`config.mk`:
```
export PLATFORM = sky130hd
export DESIGN_NAME = cl_axil_arb2_flat
export DESIGN_NICKNAME = d
export VERILOG_FILES = /design/src/rtl/cl_axil_arb2_if.sv /design/src/rtl/cl_axil_arb2.sv /design/src/flat_wrapper.sv
export SDC_FILE = /design/constraint.sdc
export NUM_CORES = 1
export LEC_CHECK = 0
export ABC_AREA = 1
export CELL_PAD_IN_SITES_DETAIL_PLACEMENT = 2
export CELL_PAD_IN_SITES_GLOBAL_PLACEMENT = 2
export CORE_MARGIN = 2
export CORE_UTILIZATION = 10
export DETAILED_ROUTE_END_ITERATION = 10
export GPL_TIMING_DRIVEN = 0
export PLACE_DENSITY_LB_ADDON = 0.1
export REMOVE_ABC_BUFFERS = 1
export SYNTH_ARGS = -nofsm -noshare
export SYNTH_HDL_FRONTEND = slang
export SYNTH_SLANG_ARGS = --single-unit
```
`constraint.sdc`:
```
create_clock -name clk -period 2.7 [get_ports clk]
set_input_delay 0.54 -clock clk [delete_from_list [all_inputs] [get_ports clk]]
set_output_delay 0.54 -clock clk [all_outputs]
set_load 0.01 [all_outputs]
```
`src/rtl/cl_axil_arb2_if.sv`:
```
// AXI-Lite subset bus between the arbiter and its neighbours.
// 'master' is the arbiter's view of an upstream requester; 'slave' its view of the downstream target.
interface axi_bus_t;
    logic [31:0] awaddr;
    logic        awvalid;
    logic        awready;
    logic [31:0] wdata;
    logic [3:0]  wstrb;
    logic        wvalid;
    logic        wready;
    logic [1:0]  bresp;
    logic        bvalid;
    logic        bready;
    logic [31:0] araddr;
    logic        arvalid;
    logic        arready;
    logic [31:0] rdata;
    logic [1:0]  rresp;
    logic        rvalid;
    logic        rready;

    modport master (
        input  awaddr, awvalid, wdata, wstrb, wvalid, bready, araddr, arvalid, rready,
        output awready, wready, bresp, bvalid, arready, rdata, rresp, rvalid
    );

    modport slave (
        output awaddr, awvalid, wdata, wstrb, wvalid, bready, araddr, arvalid, rready,
        input  awready, wready, bresp, bvalid, arready, rdata, rresp, rvalid
    );
endinterface

```
`src/rtl/cl_axil_arb2.sv`:
```
// Two-requester round-robin AXI-Lite arbiter, one transaction outstanding downstream at a time.
// Optional CL_AXIL_ARB_DECERR_EN: out-of-window requests are answered locally with DECERR.
module cl_axil_arb2 #(
    parameter logic [31:0] ADDR_BASE = 32'h0000_0000,
    parameter logic [31:0] ADDR_SIZE = 32'h0001_0000
) (
    input  logic       clk,
    input  logic       sync_rst_n,
    axi_bus_t.master   s0_axi_bus,
    axi_bus_t.master   s1_axi_bus,
    axi_bus_t.slave    m_axi_bus,
    output logic [1:0] grant,
    output logic       busy
);

    if ((ADDR_SIZE & (ADDR_SIZE - 32'd1)) != 32'd0 || (ADDR_BASE & (ADDR_SIZE - 32'd1)) != 32'd0) begin : g_bad_window
        $error("cl_axil_arb2: ADDR_SIZE must be a power of two and ADDR_BASE aligned to it");
    end

    typedef enum logic [2:0] {
        IDLE,
        WR,
        WR_RESP,
        RD,
        RD_RESP
`ifdef CL_AXIL_ARB_DECERR_EN
        , LOC_WR,
        LOC_RD
`endif
    } state_t;

    state_t state, state_nxt;
    logic   sel, sel_nxt, last_gnt, aw_done, w_done;
    logic   aw_fire, w_fire;

    logic wr0, wr1, req0, req1, win, win_wr;
    assign wr0    = s0_axi_bus.awvalid & s0_axi_bus.wvalid;
    assign wr1    = s1_axi_bus.awvalid & s1_axi_bus.wvalid;
    assign req0   = wr0 | s0_axi_bus.arvalid;
    assign req1   = wr1 | s1_axi_bus.arvalid;
    assign win    = (req0 & req1) ? ~last_gnt : req1;
    assign win_wr = win ? wr1 : wr0;

    logic        g_awvalid, g_wvalid, g_bready, g_arvalid, g_rready;
    logic [31:0] g_awaddr, g_wdata, g_araddr;
    logic [3:0]  g_wstrb;
    assign g_awvalid = sel ? s1_axi_bus.awvalid : s0_axi_bus.awvalid;
    assign g_wvalid  = sel ? s1_axi_bus.wvalid  : s0_axi_bus.wvalid;
    assign g_bready  = sel ? s1_axi_bus.bready  : s0_axi_bus.bready;
    assign g_arvalid = sel ? s1_axi_bus.arvalid : s0_axi_bus.arvalid;
    assign g_rready  = sel ? s1_axi_bus.rready  : s0_axi_bus.rready;
    assign g_awaddr  = sel ? s1_axi_bus.awaddr  : s0_axi_bus.awaddr;
    assign g_wdata   = sel ? s1_axi_bus.wdata   : s0_axi_bus.wdata;
    assign g_araddr  = sel ? s1_axi_bus.araddr  : s0_axi_bus.araddr;
    assign g_wstrb   = sel ? s1_axi_bus.wstrb   : s0_axi_bus.wstrb;

`ifdef CL_AXIL_ARB_DECERR_EN
    logic [31:0] win_awaddr, win_araddr;
    assign win_awaddr = win ? s1_axi_bus.awaddr : s0_axi_bus.awaddr;
    assign win_araddr = win ? s1_axi_bus.araddr : s0_axi_bus.araddr;

    // Unsigned offset from the base: addresses below ADDR_BASE wrap and fail too.
    function automatic logic in_window(input logic [31:0] a);
        return (a - ADDR_BASE) < ADDR_SIZE;
    endfunction
`endif

    // Responses toward the granted requester, steered by sel below.
    logic        up_awready, up_wready, up_bvalid, up_arready, up_rvalid;
    logic [1:0]  up_bresp, up_rresp;
    logic [31:0] up_rdata;

    always_comb begin
        state_nxt  = state;
        sel_nxt    = sel;
        aw_fire    = 1'b0;
        w_fire     = 1'b0;
        up_awready = 1'b0;
        up_wready  = 1'b0;
        up_bvalid  = 1'b0;
        up_bresp   = '0;
        up_arready = 1'b0;
        up_rvalid  = 1'b0;
        up_rdata   = '0;
        up_rresp   = '0;
        m_axi_bus.awaddr  = '0;
        m_axi_bus.awvalid = 1'b0;
        m_axi_bus.wdata   = '0;
        m_axi_bus.wstrb   = '0;
        m_axi_bus.wvalid  = 1'b0;
        m_axi_bus.bready  = 1'b0;
        m_axi_bus.araddr  = '0;
        m_axi_bus.arvalid = 1'b0;
        m_axi_bus.rready  = 1'b0;
        case (state)
            IDLE: begin
                if (req0 | req1) begin
                    sel_nxt = win;
`ifdef CL_AXIL_ARB_DECERR_EN
                    if (win_wr) state_nxt = in_window(win_awaddr) ? WR : LOC_WR;
                    else        state_nxt = in_window(win_araddr) ? RD : LOC_RD;
`else
                    state_nxt = win_wr ? WR : RD;
`endif
                end
            end
            WR: begin
                m_axi_bus.awaddr  = g_awaddr;
                m_axi_bus.wdata   = g_wdata;
                m_axi_bus.wstrb   = g_wstrb;
                m_axi_bus.awvalid = g_awvalid & ~aw_done;
                m_axi_bus.wvalid  = g_wvalid & ~w_done;
                up_awready = m_axi_bus.awready & ~aw_done;
                up_wready  = m_axi_bus.wready & ~w_done;
                aw_fire    = m_axi_bus.awvalid & m_axi_bus.awready;
                w_fire     = m_axi_bus.wvalid & m_axi_bus.wready;
                if ((aw_done | aw_fire) & (w_done | w_fire)) state_nxt = WR_RESP;
            end
            WR_RESP: begin
                m_axi_bus.bready = g_bready;
                up_bvalid = m_axi_bus.bvalid;
                up_bresp  = m_axi_bus.bresp;
                if (m_axi_bus.bvalid & g_bready) state_nxt = IDLE;
            end
            RD: begin
                m_axi_bus.araddr  = g_araddr;
                m_axi_bus.arvalid = g_arvalid;
                up_arready = m_axi_bus.arready;
                if (g_arvalid & m_axi_bus.arready) state_nxt = RD_RESP;
            end
            RD_RESP: begin
                m_axi_bus.rready = g_rready;
                up_rvalid = m_axi_bus.rvalid;
                up_rdata  = m_axi_bus.rdata;
                up_rresp  = m_axi_bus.rresp;
                if (m_axi_bus.rvalid & g_rready) state_nxt = IDLE;
            end
`ifdef CL_AXIL_ARB_DECERR_EN
            LOC_WR: begin
                up_awready = ~aw_done;
                up_wready  = ~w_done;
                aw_fire    = g_awvalid & ~aw_done;
                w_fire     = g_wvalid & ~w_done;
                up_bvalid  = aw_done & w_done;
                up_bresp   = {2{up_bvalid}};
                if (up_bvalid & g_bready) state_nxt = IDLE;
            end
            // aw_done doubles as the "AR accepted" flag here.
            LOC_RD: begin
                up_arready = ~aw_done;
                aw_fire    = g_arvalid & ~aw_done;
                up_rvalid  = aw_done;
                up_rresp   = {2{aw_done}};
                if (aw_done & g_rready) state_nxt = IDLE;
            end
`endif
            default: state_nxt = IDLE;
        endcase
    end

    always_ff @(posedge clk) begin
        if (!sync_rst_n) begin
            state    <= IDLE;
            sel      <= 1'b0;
            last_gnt <= 1'b1;
            aw_done  <= 1'b0;
            w_done   <= 1'b0;
        end else begin
            state <= state_nxt;
            sel   <= sel_nxt;
            if (state != IDLE && state_nxt == IDLE) last_gnt <= sel;
            if (state_nxt != state) begin
                aw_done <= 1'b0;
                w_done  <= 1'b0;
            end else begin
                if (aw_fire) aw_done <= 1'b1;
                if (w_fire)  w_done  <= 1'b1;
            end
        end
    end

    assign busy  = (state != IDLE);
    assign grant = busy ? (sel ? 2'b10 : 2'b01) : 2'b00;

    assign s0_axi_bus.awready = ~sel & up_awready;
    assign s0_axi_bus.wready  = ~sel & up_wready;
    assign s0_axi_bus.bvalid  = ~sel & up_bvalid;
    assign s0_axi_bus.bresp   = sel ? 2'b00 : up_bresp;
    assign s0_axi_bus.arready = ~sel & up_arready;
    assign s0_axi_bus.rvalid  = ~sel & up_rvalid;
    assign s0_axi_bus.rdata   = sel ? 32'h0 : up_rdata;
    assign s0_axi_bus.rresp   = sel ? 2'b00 : up_rresp;

    assign s1_axi_bus.awready = sel & up_awready;
    assign s1_axi_bus.wready  = sel & up_wready;
    assign s1_axi_bus.bvalid  = sel & up_bvalid;
    assign s1_axi_bus.bresp   = sel ? up_bresp : 2'b00;
    assign s1_axi_bus.arready = sel & up_arready;
    assign s1_axi_bus.rvalid  = sel & up_rvalid;
    assign s1_axi_bus.rdata   = sel ? up_rdata : 32'h0;
    assign s1_axi_bus.rresp   = sel ? up_rresp : 2'b00;

endmodule

```
`src/flat_wrapper.sv`:
```
// flat-port wrapper written by rule: the top's interface ports become plain ports
module cl_axil_arb2_flat 
#(
    parameter logic [31:0] ADDR_BASE = 32'h0000_0000,
    parameter logic [31:0] ADDR_SIZE = 32'h0001_0000
)
  (clk, sync_rst_n, grant, busy, s0_axi_bus_awaddr, s0_axi_bus_awvalid, s0_axi_bus_wdata, s0_axi_bus_wstrb, s0_axi_bus_wvalid, s0_axi_bus_bready, s0_axi_bus_araddr, s0_axi_bus_arvalid, s0_axi_bus_rready, s0_axi_bus_awready, s0_axi_bus_wready, s0_axi_bus_bresp, s0_axi_bus_bvalid, s0_axi_bus_arready, s0_axi_bus_rdata, s0_axi_bus_rresp, s0_axi_bus_rvalid, s1_axi_bus_awaddr, s1_axi_bus_awvalid, s1_axi_bus_wdata, s1_axi_bus_wstrb, s1_axi_bus_wvalid, s1_axi_bus_bready, s1_axi_bus_araddr, s1_axi_bus_arvalid, s1_axi_bus_rready, s1_axi_bus_awready, s1_axi_bus_wready, s1_axi_bus_bresp, s1_axi_bus_bvalid, s1_axi_bus_arready, s1_axi_bus_rdata, s1_axi_bus_rresp, s1_axi_bus_rvalid, m_axi_bus_awaddr, m_axi_bus_awvalid, m_axi_bus_wdata, m_axi_bus_wstrb, m_axi_bus_wvalid, m_axi_bus_bready, m_axi_bus_araddr, m_axi_bus_arvalid, m_axi_bus_rready, m_axi_bus_awready, m_axi_bus_wready, m_axi_bus_bresp, m_axi_bus_bvalid, m_axi_bus_arready, m_axi_bus_rdata, m_axi_bus_rresp, m_axi_bus_rvalid);
  axi_bus_t s0_axi_bus_i ();
  axi_bus_t s1_axi_bus_i ();
  axi_bus_t m_axi_bus_i ();
  input  logic clk;
  input  logic sync_rst_n;
  output logic [1:0] grant;
  output logic busy;
  input wire logic [$bits(s0_axi_bus_i.awaddr)-1:0] s0_axi_bus_awaddr;
  input wire logic [$bits(s0_axi_bus_i.awvalid)-1:0] s0_axi_bus_awvalid;
  input wire logic [$bits(s0_axi_bus_i.wdata)-1:0] s0_axi_bus_wdata;
  input wire logic [$bits(s0_axi_bus_i.wstrb)-1:0] s0_axi_bus_wstrb;
  input wire logic [$bits(s0_axi_bus_i.wvalid)-1:0] s0_axi_bus_wvalid;
  input wire logic [$bits(s0_axi_bus_i.bready)-1:0] s0_axi_bus_bready;
  input wire logic [$bits(s0_axi_bus_i.araddr)-1:0] s0_axi_bus_araddr;
  input wire logic [$bits(s0_axi_bus_i.arvalid)-1:0] s0_axi_bus_arvalid;
  input wire logic [$bits(s0_axi_bus_i.rready)-1:0] s0_axi_bus_rready;
  output wire logic [$bits(s0_axi_bus_i.awready)-1:0] s0_axi_bus_awready;
  output wire logic [$bits(s0_axi_bus_i.wready)-1:0] s0_axi_bus_wready;
  output wire logic [$bits(s0_axi_bus_i.bresp)-1:0] s0_axi_bus_bresp;
  output wire logic [$bits(s0_axi_bus_i.bvalid)-1:0] s0_axi_bus_bvalid;
  output wire logic [$bits(s0_axi_bus_i.arready)-1:0] s0_axi_bus_arready;
  output wire logic [$bits(s0_axi_bus_i.rdata)-1:0] s0_axi_bus_rdata;
  output wire logic [$bits(s0_axi_bus_i.rresp)-1:0] s0_axi_bus_rresp;
  output wire logic [$bits(s0_axi_bus_i.rvalid)-1:0] s0_axi_bus_rvalid;
  input wire logic [$bits(s1_axi_bus_i.awaddr)-1:0] s1_axi_bus_awaddr;
  input wire logic [$bits(s1_axi_bus_i.awvalid)-1:0] s1_axi_bus_awvalid;
  input wire logic [$bits(s1_axi_bus_i.wdata)-1:0] s1_axi_bus_wdata;
  input wire logic [$bits(s1_axi_bus_i.wstrb)-1:0] s1_axi_bus_wstrb;
  input wire logic [$bits(s1_axi_bus_i.wvalid)-1:0] s1_axi_bus_wvalid;
  input wire logic [$bits(s1_axi_bus_i.bready)-1:0] s1_axi_bus_bready;
  input wire logic [$bits(s1_axi_bus_i.araddr)-1:0] s1_axi_bus_araddr;
  input wire logic [$bits(s1_axi_bus_i.arvalid)-1:0] s1_axi_bus_arvalid;
  input wire logic [$bits(s1_axi_bus_i.rready)-1:0] s1_axi_bus_rready;
  output wire logic [$bits(s1_axi_bus_i.awready)-1:0] s1_axi_bus_awready;
  output wire logic [$bits(s1_axi_bus_i.wready)-1:0] s1_axi_bus_wready;
  output wire logic [$bits(s1_axi_bus_i.bresp)-1:0] s1_axi_bus_bresp;
  output wire logic [$bits(s1_axi_bus_i.bvalid)-1:0] s1_axi_bus_bvalid;
  output wire logic [$bits(s1_axi_bus_i.arready)-1:0] s1_axi_bus_arready;
  output wire logic [$bits(s1_axi_bus_i.rdata)-1:0] s1_axi_bus_rdata;
  output wire logic [$bits(s1_axi_bus_i.rresp)-1:0] s1_axi_bus_rresp;
  output wire logic [$bits(s1_axi_bus_i.rvalid)-1:0] s1_axi_bus_rvalid;
  output wire logic [$bits(m_axi_bus_i.awaddr)-1:0] m_axi_bus_awaddr;
  output wire logic [$bits(m_axi_bus_i.awvalid)-1:0] m_axi_bus_awvalid;
  output wire logic [$bits(m_axi_bus_i.wdata)-1:0] m_axi_bus_wdata;
  output wire logic [$bits(m_axi_bus_i.wstrb)-1:0] m_axi_bus_wstrb;
  output wire logic [$bits(m_axi_bus_i.wvalid)-1:0] m_axi_bus_wvalid;
  output wire logic [$bits(m_axi_bus_i.bready)-1:0] m_axi_bus_bready;
  output wire logic [$bits(m_axi_bus_i.araddr)-1:0] m_axi_bus_araddr;
  output wire logic [$bits(m_axi_bus_i.arvalid)-1:0] m_axi_bus_arvalid;
  output wire logic [$bits(m_axi_bus_i.rready)-1:0] m_axi_bus_rready;
  input wire logic [$bits(m_axi_bus_i.awready)-1:0] m_axi_bus_awready;
  input wire logic [$bits(m_axi_bus_i.wready)-1:0] m_axi_bus_wready;
  input wire logic [$bits(m_axi_bus_i.bresp)-1:0] m_axi_bus_bresp;
  input wire logic [$bits(m_axi_bus_i.bvalid)-1:0] m_axi_bus_bvalid;
  input wire logic [$bits(m_axi_bus_i.arready)-1:0] m_axi_bus_arready;
  input wire logic [$bits(m_axi_bus_i.rdata)-1:0] m_axi_bus_rdata;
  input wire logic [$bits(m_axi_bus_i.rresp)-1:0] m_axi_bus_rresp;
  input wire logic [$bits(m_axi_bus_i.rvalid)-1:0] m_axi_bus_rvalid;
  assign s0_axi_bus_i.awaddr = s0_axi_bus_awaddr;
  assign s0_axi_bus_i.awvalid = s0_axi_bus_awvalid;
  assign s0_axi_bus_i.wdata = s0_axi_bus_wdata;
  assign s0_axi_bus_i.wstrb = s0_axi_bus_wstrb;
  assign s0_axi_bus_i.wvalid = s0_axi_bus_wvalid;
  assign s0_axi_bus_i.bready = s0_axi_bus_bready;
  assign s0_axi_bus_i.araddr = s0_axi_bus_araddr;
  assign s0_axi_bus_i.arvalid = s0_axi_bus_arvalid;
  assign s0_axi_bus_i.rready = s0_axi_bus_rready;
  assign s0_axi_bus_awready = s0_axi_bus_i.awready;
  assign s0_axi_bus_wready = s0_axi_bus_i.wready;
  assign s0_axi_bus_bresp = s0_axi_bus_i.bresp;
  assign s0_axi_bus_bvalid = s0_axi_bus_i.bvalid;
  assign s0_axi_bus_arready = s0_axi_bus_i.arready;
  assign s0_axi_bus_rdata = s0_axi_bus_i.rdata;
  assign s0_axi_bus_rresp = s0_axi_bus_i.rresp;
  assign s0_axi_bus_rvalid = s0_axi_bus_i.rvalid;
  assign s1_axi_bus_i.awaddr = s1_axi_bus_awaddr;
  assign s1_axi_bus_i.awvalid = s1_axi_bus_awvalid;
  assign s1_axi_bus_i.wdata = s1_axi_bus_wdata;
  assign s1_axi_bus_i.wstrb = s1_axi_bus_wstrb;
  assign s1_axi_bus_i.wvalid = s1_axi_bus_wvalid;
  assign s1_axi_bus_i.bready = s1_axi_bus_bready;
  assign s1_axi_bus_i.araddr = s1_axi_bus_araddr;
  assign s1_axi_bus_i.arvalid = s1_axi_bus_arvalid;
  assign s1_axi_bus_i.rready = s1_axi_bus_rready;
  assign s1_axi_bus_awready = s1_axi_bus_i.awready;
  assign s1_axi_bus_wready = s1_axi_bus_i.wready;
  assign s1_axi_bus_bresp = s1_axi_bus_i.bresp;
  assign s1_axi_bus_bvalid = s1_axi_bus_i.bvalid;
  assign s1_axi_bus_arready = s1_axi_bus_i.arready;
  assign s1_axi_bus_rdata = s1_axi_bus_i.rdata;
  assign s1_axi_bus_rresp = s1_axi_bus_i.rresp;
  assign s1_axi_bus_rvalid = s1_axi_bus_i.rvalid;
  assign m_axi_bus_awaddr = m_axi_bus_i.awaddr;
  assign m_axi_bus_awvalid = m_axi_bus_i.awvalid;
  assign m_axi_bus_wdata = m_axi_bus_i.wdata;
  assign m_axi_bus_wstrb = m_axi_bus_i.wstrb;
  assign m_axi_bus_wvalid = m_axi_bus_i.wvalid;
  assign m_axi_bus_bready = m_axi_bus_i.bready;
  assign m_axi_bus_araddr = m_axi_bus_i.araddr;
  assign m_axi_bus_arvalid = m_axi_bus_i.arvalid;
  assign m_axi_bus_rready = m_axi_bus_i.rready;
  assign m_axi_bus_i.awready = m_axi_bus_awready;
  assign m_axi_bus_i.wready = m_axi_bus_wready;
  assign m_axi_bus_i.bresp = m_axi_bus_bresp;
  assign m_axi_bus_i.bvalid = m_axi_bus_bvalid;
  assign m_axi_bus_i.arready = m_axi_bus_arready;
  assign m_axi_bus_i.rdata = m_axi_bus_rdata;
  assign m_axi_bus_i.rresp = m_axi_bus_rresp;
  assign m_axi_bus_i.rvalid = m_axi_bus_rvalid;
  cl_axil_arb2 #(.ADDR_BASE(ADDR_BASE), .ADDR_SIZE(ADDR_SIZE)) u_core (.clk(clk), .sync_rst_n(sync_rst_n), .s0_axi_bus(s0_axi_bus_i), .s1_axi_bus(s1_axi_bus_i), .m_axi_bus(m_axi_bus_i), .grant(grant), .busy(busy));
endmodule
```
==> results by group <==
Worst setup path
  • Worst-path fanout max: between 70 and 80
  • Slowest-stage cell, CP: clkdlybuf4s50_1
  • Worst Setup Start Kind: register
  • Crit path cell chain: inv_1 -> nor3_2 -> bufinv_16 -> a21oi_1 -> clkdlybuf4s50_1
  • Req. time, crit path: roughly 2200 ps
  • Worst Path Class, Setup: register to output pin
  • Crit path largest cell delay: between 600 and 700 ps
  • WP data arrival: 2100 ps
  • CP bufs+invs: 3
  • Worst setup EP type: output pin
  • CP delay by family, top: buffers and inverters

Logic synthesis
  • Synth warnings: 0
  • Area contributors post-synth: nand2_1 41%, nor3_1 14%, a21oi_1 14%
  • EDFF count, synth: 0
  • Most frequent cell after synthesis: nand2_1
  • Post-synthesis register bit count: 7
  • Simple logic cell fraction of the synthesized area: 61.6%
  • Top-area cell type share of the netlist area: between 40% and 50%
  • Xor-xnor portion of the synthesized cell area: 0%
  • Mapped Area: approximately 2800 sq um
  • Combinational family with the most area after synthesis: simple AND/OR/NAND/NOR gates
  • Area leader, netlist: nand2_1
  • Compound-Gate Fraction of Synth Area: between 10% and 20%
  • Synth Area per Inst: 4.33 sq um
  • Top_reg_cell synth: dfxtp_1
  • Seq/Total Area, Yosys: under 10%
  • Post-Synth Adder-Cell Area: 0%
  • Synth cell count leaders: 307 x nand2_1, 86 x inv_1, 78 x nor3_1, 76 x a21oi_1, 26 x clkbuf_1
  • Netlist cell types: 17
  • Mapped Cells: between 600 and 700
  • Post-synth ARST share: 0%
  • Mux contribution to synthesized area: 0%

Cells and area
  • Number of fill cells: 3417
  • P&R area growth vs syn: 184%
  • Nets: about 1300
  • Final instance area: roughly 8000 sq um
  • Register area: between 100 and 150 sq um
  • Number of standard cells in the layout, taps in and fillers out: roughly 1400
  • Footprint of the multi-input gates: ~2100 sq um
  • Share of layout cells above drive strength 1: ~2.6%
  • Final Util: roughly 29%

Floorplan
  • FP Rows: slightly above 60
  • Top Ports: about 440
  • Initial core utilization: between 10% and 20%
  • Die X: between 150 and 200 um
  • Die area: 29300 sq um
  • Die Ht: about 170 um
  • Core area: approximately 28000 sq um

Route
  • Via Count: 5720
  • Routed Antenna Nets: 0
  • DR pass1 iterations: 4
  • DRC: 0
  • DR WL/cell: about 18 um
  • DRT Wirelength: about 26 mm
  • Vias per cell: roughly 4
  • Iteration-0 DRC Markers: around 120

Placed design
  • Placed cell areas: 7590 sq um
  • Placed Cells: about 1400
  • GPL Wtd Cong: about 0.7
  • Place WS: -330 ps
  • Number of port buffers: around 440
  • DP HPWL: 19.9 mm

Hold path
  • Hold WC Path Type: register to register

Global routing
  • Global-route wire length before repair: 37.1 mm
  • Initial antenna violation count: 5
  • Vias in the first global route: around 6100
  • Largest net degree at the start of global routing: 76
  • Gr usage total: 16.4%
  • GR Overflow Total: 0

STA
  • Fin. Hold Viols: 0
  • Fin crit period: around 2600 ps
  • Worst hold slack: 504 ps
  • Relative slew slack: 74.7%
  • # setup viols final: 0
  • Fmax: between 300 and 400 MHz
  • RSZ-0062 raised after global routing: yes
  • TNS Setup: 0 ps
  • Max Slew Vio Count: 0
  • Worst-Margin Slew: 379 ps
  • Final clock skew: roughly 2.2 ps
  • Fin crit share: around 98%
  • Final Worst Setup Slack: 64.7 ps

Pwr
  • Worst VDD drop: 0.173 mV
  • P_leak: about 3.7 nW
  • Pwr Density: 314 nW/um^2
  • Power consumption: 2.49 mW

Clock tree
  • CTS tree: done
  • Skew-Pair Late Insertion Delay: approximately 230 ps
  • Clock root buffer: clkbuf_16
  • Sink Count: 7
  • Max clock buf depth: 2
  • Reg clk slew, reported paths: approximately 40 ps
  • Hold_buf cts: 0
  • H-tree depth: 1
  • CTS buffer count: 3

Job
  • Max-cap violations: 0

Status
  • Status: completed
## kinds of logic after synthesis
logic type      after synthesis
flops                         7
compound gates               77
buf+inv                     140
simple gates                421
## cell type report
type / instances / area share (%)
inverters: 89 / 4.81
diodes: 4 / 0.126
multi-input cells: 498 / 26.9
well taps: 378 / 5.96
repair buffers: 453 / 59.4
clock buffers: 4 / 0.994
flip-flops and latches: 7 / 1.81
## worst register-to-register path: cells and delay by family, from the launching register on
family,cells,cell delay (ps)
compound gates,2,460
buf+inv,2,480
flops,1,390
simple gates,6,570
## cell usage in the layout, fill, tap and decap left out, drive strengths merged
cell | netlist | layout
bufinv | 0 | 1
inv | 89 | 88
buf | 25 | 10
dlygate4sd2 | 0 | 1
nand3 | 13 | 13
nand2 | 309 | 309
diode | 0 | 4
nor2 | 17 | 17
dlymetal6s2s | 0 | 16
o21ai | 1 | 1
dfxtp | 7 | 7
clkdlybuf4s50 | 0 | 425
bufbuf | 0 | 1
a21oi | 76 | 76
nor4 | 4 | 4
nor3 | 78 | 78
clkbuf | 26 | 4
## what timing repair did
action,CTS,global route
resized for setup,9,24
gates cloned,3,0
pin swaps,0,1
buffers inserted,4,0
setup endpoints to repair,150,76
## flip-flops by register name, summed over array words and instances, names as in the netlist
register and cells:
u_core.aw_done 1, u_core.last_gnt 1, u_core.sel 1, u_core.state 3, u_core.w_done 1
## final timing paths
check                  startpoint              endpoint  slack [ps]  cells past startpoint
setup / recovery  u_core.state[0]  m_axi_bus_awaddr[19]          60                      5
hold / removal    u_core.last_gnt       u_core.last_gnt         500                      2
hold reg to reg   u_core.last_gnt       u_core.last_gnt         500                      2
setup reg to reg       u_core.sel       u_core.last_gnt         690                     10
## power by group
group          internal (mW)  total, mW  switching (mW)
registers              0.121      0.148          0.0276
logic                   1.04       2.08            1.05
clock network          0.197      0.256          0.0593
total                   1.35       2.49            1.14
## routing by layer
metal	share of wire [%]	vias to the layer above	wire, um	GRT usage (%)
met4	1.7	0	442	3.50
met2	51	256	13100	31.3
met3	11	18	2700	6.43
met5	0	-	0	0
met1	37	2648	9400	16.8
li1	-	2798	-	-
Note: power is estimated with default switching activity, not from simulation.
